--- config.mk ---
export PLATFORM = sky130hd
export DESIGN_NAME = jt89_bus
export DESIGN_NICKNAME = d
export VERILOG_FILES = /design/src/rtl/jt89_bus.sv
export SDC_FILE = /design/constraint.sdc
export NUM_CORES = 1
export LEC_CHECK = 0
export BUFFER_PORTS_ARGS = -buffer_cell sky130_fd_sc_hd__clkbuf_2
export CAP_MARGIN = 5
export CORE_UTILIZATION = 51
export DETAILED_ROUTE_END_ITERATION = 10
export PLACE_DENSITY = 0.74
export SYNTH_ARGS = -nofsm -noshare
export SYNTH_HDL_FRONTEND = slang
export SYNTH_SLANG_ARGS = --single-unit
--- constraint.sdc ---
create_clock -name clk -period 2.8 [get_ports clk]
set_clock_uncertainty 0.1 [all_clocks]
set_input_delay 0 -clock clk [delete_from_list [all_inputs] [get_ports clk]]
set_output_delay 0 -clock clk [all_outputs]
set_load 0.01 [all_outputs]
--- src/rtl/jt89_bus.sv ---
// jt89_bus: SN76489-style host write port for the JT89 PSG.
// Decodes latch/data bytes into tone, volume and noise registers.
//
// Ports:
//   clk, rst      system clock, sync active-high reset
//   clk_en        chip enable; bus sampling and updates only here
//   din           host data byte
//   cs_n, wr_n    active-low chip select and write strobe
//   ready         1 = idle, 0 = absorbing a write
//   tone0..tone2  10-bit tone periods
//   vol0..vol3    attenuations (F = silent), vol3 is noise
//   ctrl3         noise control {white, rate[1:0]}
//   noise_clr     one-clk LFSR clear on every noise-control write

module jt89_bus #(
  parameter int BUSY_CYC = 32
) (
  input  logic       clk,
  input  logic       rst,
  input  logic       clk_en,
  input  logic [7:0] din,
  input  logic       cs_n,
  input  logic       wr_n,
  output logic       ready,
  output logic [9:0] tone0,
  output logic [9:0] tone1,
  output logic [9:0] tone2,
  output logic [3:0] vol0,
  output logic [3:0] vol1,
  output logic [3:0] vol2,
  output logic [3:0] vol3,
  output logic [2:0] ctrl3,
  output logic       noise_clr
);

  typedef enum logic {
    IDLE,
    BUSY
  } state_t;

  state_t     st;
  state_t     st_nxt;
  logic [7:0] cnt;
  logic [7:0] cnt_nxt;

  logic       wr_act;
  logic       wr_last;
  logic       accept;

  logic [1:0] lat_ch;
  logic       lat_typ;
  logic       is_latch;
  logic [1:0] tgt_ch;
  logic       tgt_typ;

  logic [2:0] we_tone;
  logic [3:0] we_vol;
  logic       we_ctrl;

  assign wr_act = ~cs_n & ~wr_n;
  assign ready  = (st == IDLE);

  // Edge-qualified strobe: a level held low never
  // re-triggers, and edges during BUSY are dropped.
  assign accept = clk_en & wr_act & ~wr_last & ready;

  // Data bytes reuse the last latched target.
  assign is_latch = din[7];
  assign tgt_ch   = is_latch ? din[6:5] : lat_ch;
  assign tgt_typ  = is_latch ? din[4]   : lat_typ;

  function automatic logic [9:0] tone_upd(
    input logic [9:0] cur,
    input logic [7:0] b
  );
    if (b[7])
      tone_upd = {cur[9:4], b[3:0]};
    else
      tone_upd = {b[5:0], cur[3:0]};
  endfunction

  always_comb begin
    we_tone = '0;
    we_vol  = '0;
    we_ctrl = 1'b0;
    if (accept) begin
      unique case (1'b1)
        tgt_typ: we_vol[tgt_ch] = 1'b1;
        (!tgt_typ && tgt_ch == 2'd3): we_ctrl = 1'b1;
        (!tgt_typ && tgt_ch != 2'd3): begin
          unique case (tgt_ch)
            2'd0:    we_tone[0] = 1'b1;
            2'd1:    we_tone[1] = 1'b1;
            default: we_tone[2] = 1'b1;
          endcase
        end
      endcase
    end
  end

  // Count reaches zero on the BUSY_CYC-th tick after
  // accept; ready is back high right after that edge.
  always_comb begin
    st_nxt  = st;
    cnt_nxt = cnt;
    unique case (st)
      IDLE: begin
        if (accept) begin
          st_nxt  = BUSY;
          cnt_nxt = 8'(BUSY_CYC);
        end
      end
      BUSY: begin
        if (clk_en) begin
          cnt_nxt = cnt - 8'd1;
          if (cnt_nxt == 8'd0)
            st_nxt = IDLE;
        end
      end
    endcase
  end

  always_ff @(posedge clk) begin
    if (rst) begin
      st  <= IDLE;
      cnt <= 8'd0;
    end else begin
      st  <= st_nxt;
      cnt <= cnt_nxt;
    end
  end

  always_ff @(posedge clk) begin
    if (rst) begin
      // wr_last=1 masks a strobe already low at reset exit.
      wr_last   <= 1'b1;
      lat_ch    <= 2'd0;
      lat_typ   <= 1'b0;
      tone0     <= 10'd0;
      tone1     <= 10'd0;
      tone2     <= 10'd0;
      vol0      <= 4'hF;
      vol1      <= 4'hF;
      vol2      <= 4'hF;
      vol3      <= 4'hF;
      ctrl3     <= 3'd0;
      noise_clr <= 1'b0;
    end else begin
      // Not gated by clk_en: always exactly one clk wide.
      noise_clr <= we_ctrl;
      if (clk_en)
        wr_last <= wr_act;
      if (accept && is_latch) begin
        lat_ch  <= din[6:5];
        lat_typ <= din[4];
      end
      if (we_tone[0]) tone0 <= tone_upd(tone0, din);
      if (we_tone[1]) tone1 <= tone_upd(tone1, din);
      if (we_tone[2]) tone2 <= tone_upd(tone2, din);
      if (we_vol[0])  vol0  <= din[3:0];
      if (we_vol[1])  vol1  <= din[3:0];
      if (we_vol[2])  vol2  <= din[3:0];
      if (we_vol[3])  vol3  <= din[3:0];
      if (we_ctrl)    ctrl3 <= din[2:0];
    end
  end

endmodule

# After elaboration in Yosys (flattened, before gate mapping)
# Index checks and enable logic that the tools add are counted.
# totals
word_cells	69
inputBits	13
register_bits	63
out_inout_bits	51
# op_classes
n_lt_le_gt_ge	2
addsub	1
eq_ne	5
reduce_logical	15
bitwise	9
n_mux	20
# ops
op	n
$mux 8	2
$pmux 8 s2	1
$reduce_and 2->1	7
$mux 1	10
$logic_not 8->1	1
$mux 4	2
$sub 8x1->8 const B	1
$mux 3	2
$not 1->1	5
$and 1x1->1	4
$logic_and 1x1->1	4
$ne 2x2->1 const B	2
$lt 2x3->1 const B	1
$demux 1 s2	1
$eq 2x1->1 const B	1
$eq 2x2->1 const B	1
$ge 2x1->1 const B	1
$logic_not 2->1	1
$mux 2	1
$ne 2x1->1 const B	1
$pmux 1 s2	1
$reduce_or 2->1	1
$logic_not 1->1	1

# Logic depth before layout (Yosys ltp)
# Gate-level depths: netlist of the first run.
# logic_depth
ltp_word	7
mapped_depth	6
mapped_depth_nobuf	6

# Worst setup path before layout of the first run
# No wires, ideal clock.
# synth_timing
path_type	flip-flop to flip-flop
from	register st
to	register vol3[0]
setup_slack_ns	0.817
n_path_buf	1
t_arrival_ns	1.763
period_less_slack_ns	1.983
setup_time_ns	0.120
path_stages_with_launch	6
required_time_ns	2.580
cell_sequence	dfxtp_1 > or4b_1 > buf_4 > a2111oi_4 > nor2b_1 > a211o_1
# synth_between
elab_chain_cells	3
# synth_lines
element	line_no	source
from (decl)	41	state_t st;
from (signal assigned)	128	st <= st_nxt;
$not 1->1	--	
$and 1x1->1	65	assign accept = clk_en & wr_act & ~wr_last & ready;
$mux 4	86	if (accept) begin
to (signal assigned)	163	if (we_vol[3]) vol3 <= din[3:0];
to (decl)	31	output logic [3:0] vol3,
# No other way between the ends.
# A chain may end at the register's enable or synchronous reset.

# Worst setup path after layout of the first run
# layout_timing
from	register st
to	register vol0[3]
# layout_between
elab_chain_cells	3
# layout_lines
element	line_no	source
$not 1->1	--	
$and 1x1->1	65	
$mux 4	86	
to (signal assigned)	160	if (we_vol[0]) vol0 <= din[3:0];
to (decl)	28	output logic [3:0] vol0,
# No other way between the ends.

==> results of run 1 <==
[area by class of cell]
type                       instances  area [µm²]  area share
timing repair buffer              71         393       0.114
clock buffer                       9         124      0.0361
sequential                        63        1260       0.367
clock inverter                     7        40.0      0.0117
tap                               70        87.6      0.0255
multi-input combinational        197        1520       0.442
inverter                           3        11.3     0.00328
[logic make-up after synthesis]
| logic type | share of synthesized area |
|---|---|
| compound gates | 0.150 |
| xor+xnor | 0.00608 |
| fa+ha+maj | 0.00869 |
| buf+inv | 0.0356 |
| flops | 0.438 |
| mux | 0.140 |
| simple gates | 0.222 |
[flip-flops by register name, indices dropped and copies added (netlist names), 2 cells and up]
name,flops
tone0,10
tone1,10
tone2,10
cnt,8
vol0,4
vol1,4
vol2,4
vol3,4
ctrl3,3
lat_ch,2
[worst max-delay path by stage]
stage | to | slack [ns] | from
3_5_place_dp | vol3[1] | 0.51 | st
5_1_grt | vol0[3] | 0.38 | st
4_1_cts | vol3[1] | 0.50 | st
3_3_place_gp | vol2[2] | 0.58 | st
2_1_floorplan | vol3[0] | 0.82 | st
6_report | vol0[3] | 0.48 | st
[report_power, final]
part	leakage (nW)	internal (mW)	total (mW)	switching, mW
clock network	0.0846	0.312	0.666	0.354
registers	0.508	0.901	0.910	0.00952
logic	0.878	0.0410	0.106	0.0654
total	1.47	1.25	1.68	0.429
[metal layers]
metal | vias to the layer above | wire length, µm | global-route usage
met1 | 1086 | 2880 | 0.271
met2 | 50 | 2830 | 0.346
met3 | 8 | 257 | 0.0560
met4 | 0 | 74 | 0.0792
met5 | - | 0 | 0
li1 | 1135 | - | -
[cell usage in the layout (no fill, tap or decap), types with 3 or more instances in the layout]
| cell | netlist | final |
|---|---|---|
| a2111oi_4 | 5 | 5 |
| a211o_1 | 17 | 17 |
| a21oi_1 | 6 | 6 |
| a311oi_1 | 3 | 3 |
| clkbuf_2 | 0 | 63 |
| clkbuf_8 | 0 | 9 |
| clkinv_2 | 0 | 5 |
| dfxtp_1 | 63 | 63 |
| dlygate4sd3_1 | 0 | 7 |
| mux2i_1 | 38 | 38 |
| nand2b_1 | 21 | 21 |
| nand3b_1 | 3 | 3 |
| nand4_1 | 4 | 4 |
| nor2_1 | 34 | 34 |
| nor2b_1 | 18 | 18 |
| nor3_1 | 3 | 3 |
| nor4_1 | 3 | 3 |
| o21ai_0 | 6 | 6 |
| or3_1 | 3 | 3 |
[through the flow]
stage | area (µm²) | setup WS, ns | util | hold slack [ns] | total power, mW
2_1_floorplan | 2880 | 0.817 | - | 0.0375 | 1.00
3_3_place_gp | 3200 | 0.578 | 0.607 | 0.227 | 1.03
3_5_place_dp | 3200 | 0.511 | 0.607 | 0.247 | 1.03
4_1_cts | 3430 | 0.495 | 0.651 | 0.000829 | 1.70
5_1_grt | 3430 | 0.376 | 0.651 | 0.0144 | 1.75
6_report | 3430 | 0.482 | 0.651 | 0.00787 | 1.68
[what timing repair did]
| action | CTS | global route |
|---|---|---|
| hold buffers | 7 | 0 |
| setup endpoints to repair | 0 | 0 |
| gates resized for setup | 0 | 0 |
| buffers inserted | 0 | 0 |
| endpoints found under the hold margin | 24 | 0 |
==> out/metrics.cfg, run 1 <==
[routing]
wl_per_cell_um=14.4
drcViolationCount=0
drtIter0Drc=139
dr.pass1.iters=4
routed_wl_mm=6.04
num_vias=2279
drtAntennaViolNets=0
vias_per_cell=5.43

[clock_network]
clkSinkCount=63
cts_root_buffer=clkbuf_8
cts_tree=built
cts_buffers=9
clk_latency_ns=0.34
path_clk_slew_ns=0.07
clock_path_buffers=2
h-tree-depth=3

[worst_setup_path]
r2r-start=st
max_stage_delay_ns=0.79
crit_path_top_delay_cell=or4b_1
r2r-end=vol0[3]
path_class=flip-flop to flip-flop
path_buf_inv=0
critPathArrivalTime_ns=2.44
cp_data_required_time_ns=2.93
crit_path_start_kind=flip-flop
cp_top_family=simple AND/OR/NAND/NOR gates
path_cells=or4b_1 -> a2111oi_4 -> nor2b_1 -> a211o_1
cp_num_cells=4
worst_setup_path_end_kind=flip-flop
r2r_cells=4
worst-r2r-setup-slack_ns=0.48
critical_path_peak_fanout=8

[sta]
setup_viol=0
final.period_utilization=0.828
finalHoldViolations=0
tightest_slew_ns=0.941
slew_viol_final=0
min_period_ns=2.32
tns_ns=0
rsz0062_at_grt=no
timing.fmax_mhz=431
slew_headroom=0.373

[floorplan]
core_um2=5270
die_h_um=77.2
fp.dieArea_um2=5950
ios=64
die_width_um=77.2
start_util=0.547
rows=26

[global_routing]
grt_pass1_wl_mm=10.1
antenna_found_initial=0
grt_start_max_net_pins=53
overflow=0
grt_use_total=0.214
grt_pass1_vias=2123

[min_path]
hold_start=din[1]
holdPathStages=2
hold_path_class=primary input to flip-flop
holdPathEnd=vol1[1]

[layout]
drive_gt1_frac=0.263
fin_nets=360
fin_cells=420
n_fill_cell=465
n_antenna_cell=0
area_delta_synth_final_pct=19.2

[synth]
synth.distinct_cells=45
ys_seq_area_frac=0.438
syn_area_per_cell_um2=10.1
yosys_most_used_dff=dfxtp_1
synth_commonest_cells=63 x dfxtp_1, 38 x mux2i_1, 34 x nor2_1
yosys.area.top_type=dfxtp_1
synth_area_um2=2880
yosysMostFrequentCell=dfxtp_1
async_reset_ff_frac=0
syn_nets=299
netlist_top_cells_area=dfxtp_1 44%, mux2i_1 13%, a211o_1 5.2%
synth_cells=284
ys_ff_latch=63
synth_edf_count=0
ys_warn_count=0
synth_top_area_share=0.438

[power_and_ir_drop]
p_per_area_nw_per_um2=490
leakagePower_nw=1.47
ir_drop_uv=367

[placed_design]
dp_cells=397
io_buffers=63
hpwl_mm=4.14
gp_congestion=0.801

[job]
drv_cap=0

[outcome]
status=finished, final reports clean

No activity file was read; power rests on OpenSTA's default activity.
==> run 2: changes to the inputs <==
Clock period 2.8 ns to 2.2 ns, I/O delays scaled along.
==> run 2 against run 1 <==
Against the previous run: count of clock-buffer cells in the layout rose by 3; sequential share of layout area fell by 1.5 points; die area did not move; register-to-register slack got worse by 0.41 ns; maximum frequency rose by 9.0%; via count rose by 2.0%; largest cell class unchanged; clock power rose by 38%; critical path depth rose by 1; power rose by 32%; critical endpoint is now vol0[1]; first-iteration DRC count fell by 17%; global-route usage rose by 0.46 points; wire length rose by 0.66%.
==> out/metrics.cfg, run 2 (same netlist as run 1, synthesis figures left out) <==
[worst_setup_path]
worst_setup_path_end_kind=flip-flop  ; unchanged
cp_data_required_time_ns=2.32  ; was 2.93 ns
crit_path_start_kind=flip-flop  ; unchanged
critPathArrivalTime_ns=2.25  ; was 2.44 ns
worst-r2r-setup-slack_ns=0.07  ; was 0.48 ns
path_class=flip-flop to flip-flop  ; unchanged
critical_path_peak_fanout=8  ; unchanged

[clock_network]
cts_root_buffer=clkbuf_8  ; unchanged
cts_buffers=9  ; unchanged
path_clk_slew_ns=0.06  ; was 0.07 ns
cts_resized=0  ; unchanged
clk_latency_ns=0.34  ; about the same
clkSinkCount=63  ; unchanged
h-tree-depth=3  ; unchanged
clock_path_buffers=2  ; unchanged
cts_tree=built  ; unchanged

[sta]
setup_ws_ns=0.0740  ; was 0.482 ns
tns_ns=0  ; unchanged
rsz0062_at_grt=no  ; unchanged
setup_viol=0  ; unchanged
tightest_slew_ns=0.596  ; was 0.941 ns
slew_headroom=0.603  ; was 0.373
slew_viol_final=0  ; unchanged
final.period_utilization=0.966  ; was 0.828
min_period_ns=2.13  ; was 2.32 ns
finalHoldViolations=0  ; unchanged
whs_ns=0.0525  ; was 0.00787 ns
timing.fmax_mhz=470  ; was 431 MHz

[routing]
drcViolationCount=0  ; unchanged
num_vias=2325  ; was 2,279
dr.pass1.iters=4  ; unchanged
vias_per_cell=5.37  ; was 5.43
drtIter0Drc=116  ; was 139
drtAntennaViolNets=0  ; unchanged
routed_wl_mm=6.08  ; was 6.04 mm
wl_per_cell_um=14.0  ; was 14.4 µm

[layout]
n_fill_cell=439  ; was 465
fin_nets=373  ; was 360
top_regs=tone0 x10, tone1 x10, tone2 x10  ; unchanged
fin_area_um2=3570  ; was 3430 µm²
area_delta_synth_final_pct=24.1  ; was 19.2%
layout_common_cells=63 x dfxtp_1, 63 x clkbuf_2, 38 x mux2i_1  ; unchanged
n_antenna_cell=0  ; unchanged
drive_gt1_frac=0.275  ; was 0.263
post-route-util=0.678  ; was 0.651

[placed_design]
postPlaceCellArea_um2=3260  ; was 3200 µm²
io_buffers=63  ; unchanged
hpwl_mm=4.17  ; was 4.14 mm
dp_slack_ns=0.0758  ; was 0.511 ns
gp_congestion=0.777  ; was 0.801

[job]
drv_cap=0  ; unchanged

[global_routing]
grt_start_max_net_pins=40  ; was 53
overflow=0  ; unchanged
grt_pass1_wl_mm=10.1  ; about the same
antenna_found_initial=0  ; unchanged
grt_pass1_vias=2091  ; was 2,123
grt_use_total=0.218  ; was 0.214

[floorplan]
rows=26  ; unchanged
ios=64  ; unchanged
core_um2=5270  ; unchanged
die_width_um=77.2  ; unchanged
start_util=0.547  ; unchanged
die_h_um=77.2  ; unchanged
fp.dieArea_um2=5950  ; unchanged

[power_and_ir_drop]
p_per_area_nw_per_um2=622  ; was 490 nW/µm²
leakagePower_nw=1.54  ; was 1.47 nW
ir_drop_uv=559  ; was 367 µV

[min_path]
hold_path_class=primary input to flip-flop  ; unchanged

[outcome]
status=finished, final reports clean  ; unchanged

==> run 2: cell count changes in the layout (fill, tap and decap cells not counted), moves of 2 or more <==
| cell | before | now |
|---|---|---|
| buf_4 | 1 | 9 |
| clkbuf_8 | 9 | 11 |
| clkinv_2 | 5 | 1 |
| clkinv_4 | 0 | 2 |
| dlygate4sd3_1 | 7 | 11 |
==> run 2: path summary, 6_finish.rpt <==
check | start | to | cells after the start
hold / removal | cs_n | cnt[1] | 5
setup / recovery | st | vol0[1] | 5
hold reg to reg | tone1[4] | tone1[4] | 2
setup reg to reg | st | vol0[1] | 5
==> run 2: per-layer routing <==
layer  share of wire  vias up  global-route usage
met1            0.47     1090               0.282
met5               0        -                   0
met2            0.46       62               0.327
met4           0.018        0              0.0925
li1                -     1163                   -
met3           0.055       10              0.0774
==> run 2: worst max-delay path: stages, from the launching register on <==
cell and delay [ns]:
dfxtp_1 0.32, or4b_1 0.52, buf_4 0.20, a2111oi_4 0.50, nor2b_1 0.09, a211o_1 0.28
==> run 2: per-stage QoR <==
step	power, mW	cells
after global routing	2.32	433
after CTS	2.25	431
final	2.22	433
after floorplan	1.27	284
after global placement	1.31	404
after detailed placement	1.32	404
==> run 2: where the power goes <==
group	leakage, nW	switching, mW	internal, mW
clock network	0.0926	0.445	0.472
logic	0.943	0.0908	0.0619
registers	0.508	0.00650	1.15
total	1.54	0.543	1.68
==> run 2: final cells by class <==
cell class / instances / area (µm²) / share of cell area
clock buffers: 12 / 155 / 0.0434
multi-input cells: 197 / 1520 / 0.424
repair buffers: 84 / 513 / 0.144
flip-flops and latches: 63 / 1260 / 0.353
inverters: 3 / 11.3 / 0.00315
clock inverters: 4 / 30.0 / 0.00840
well taps: 70 / 87.6 / 0.0245
==> run 2: timing repair <==
item | CTS | global route
buffers inserted | 0 | 2
hold buffers | 11 | 0
endpoints found under the hold margin | 28 | 0
endpoints found under the setup margin | 0 | 4
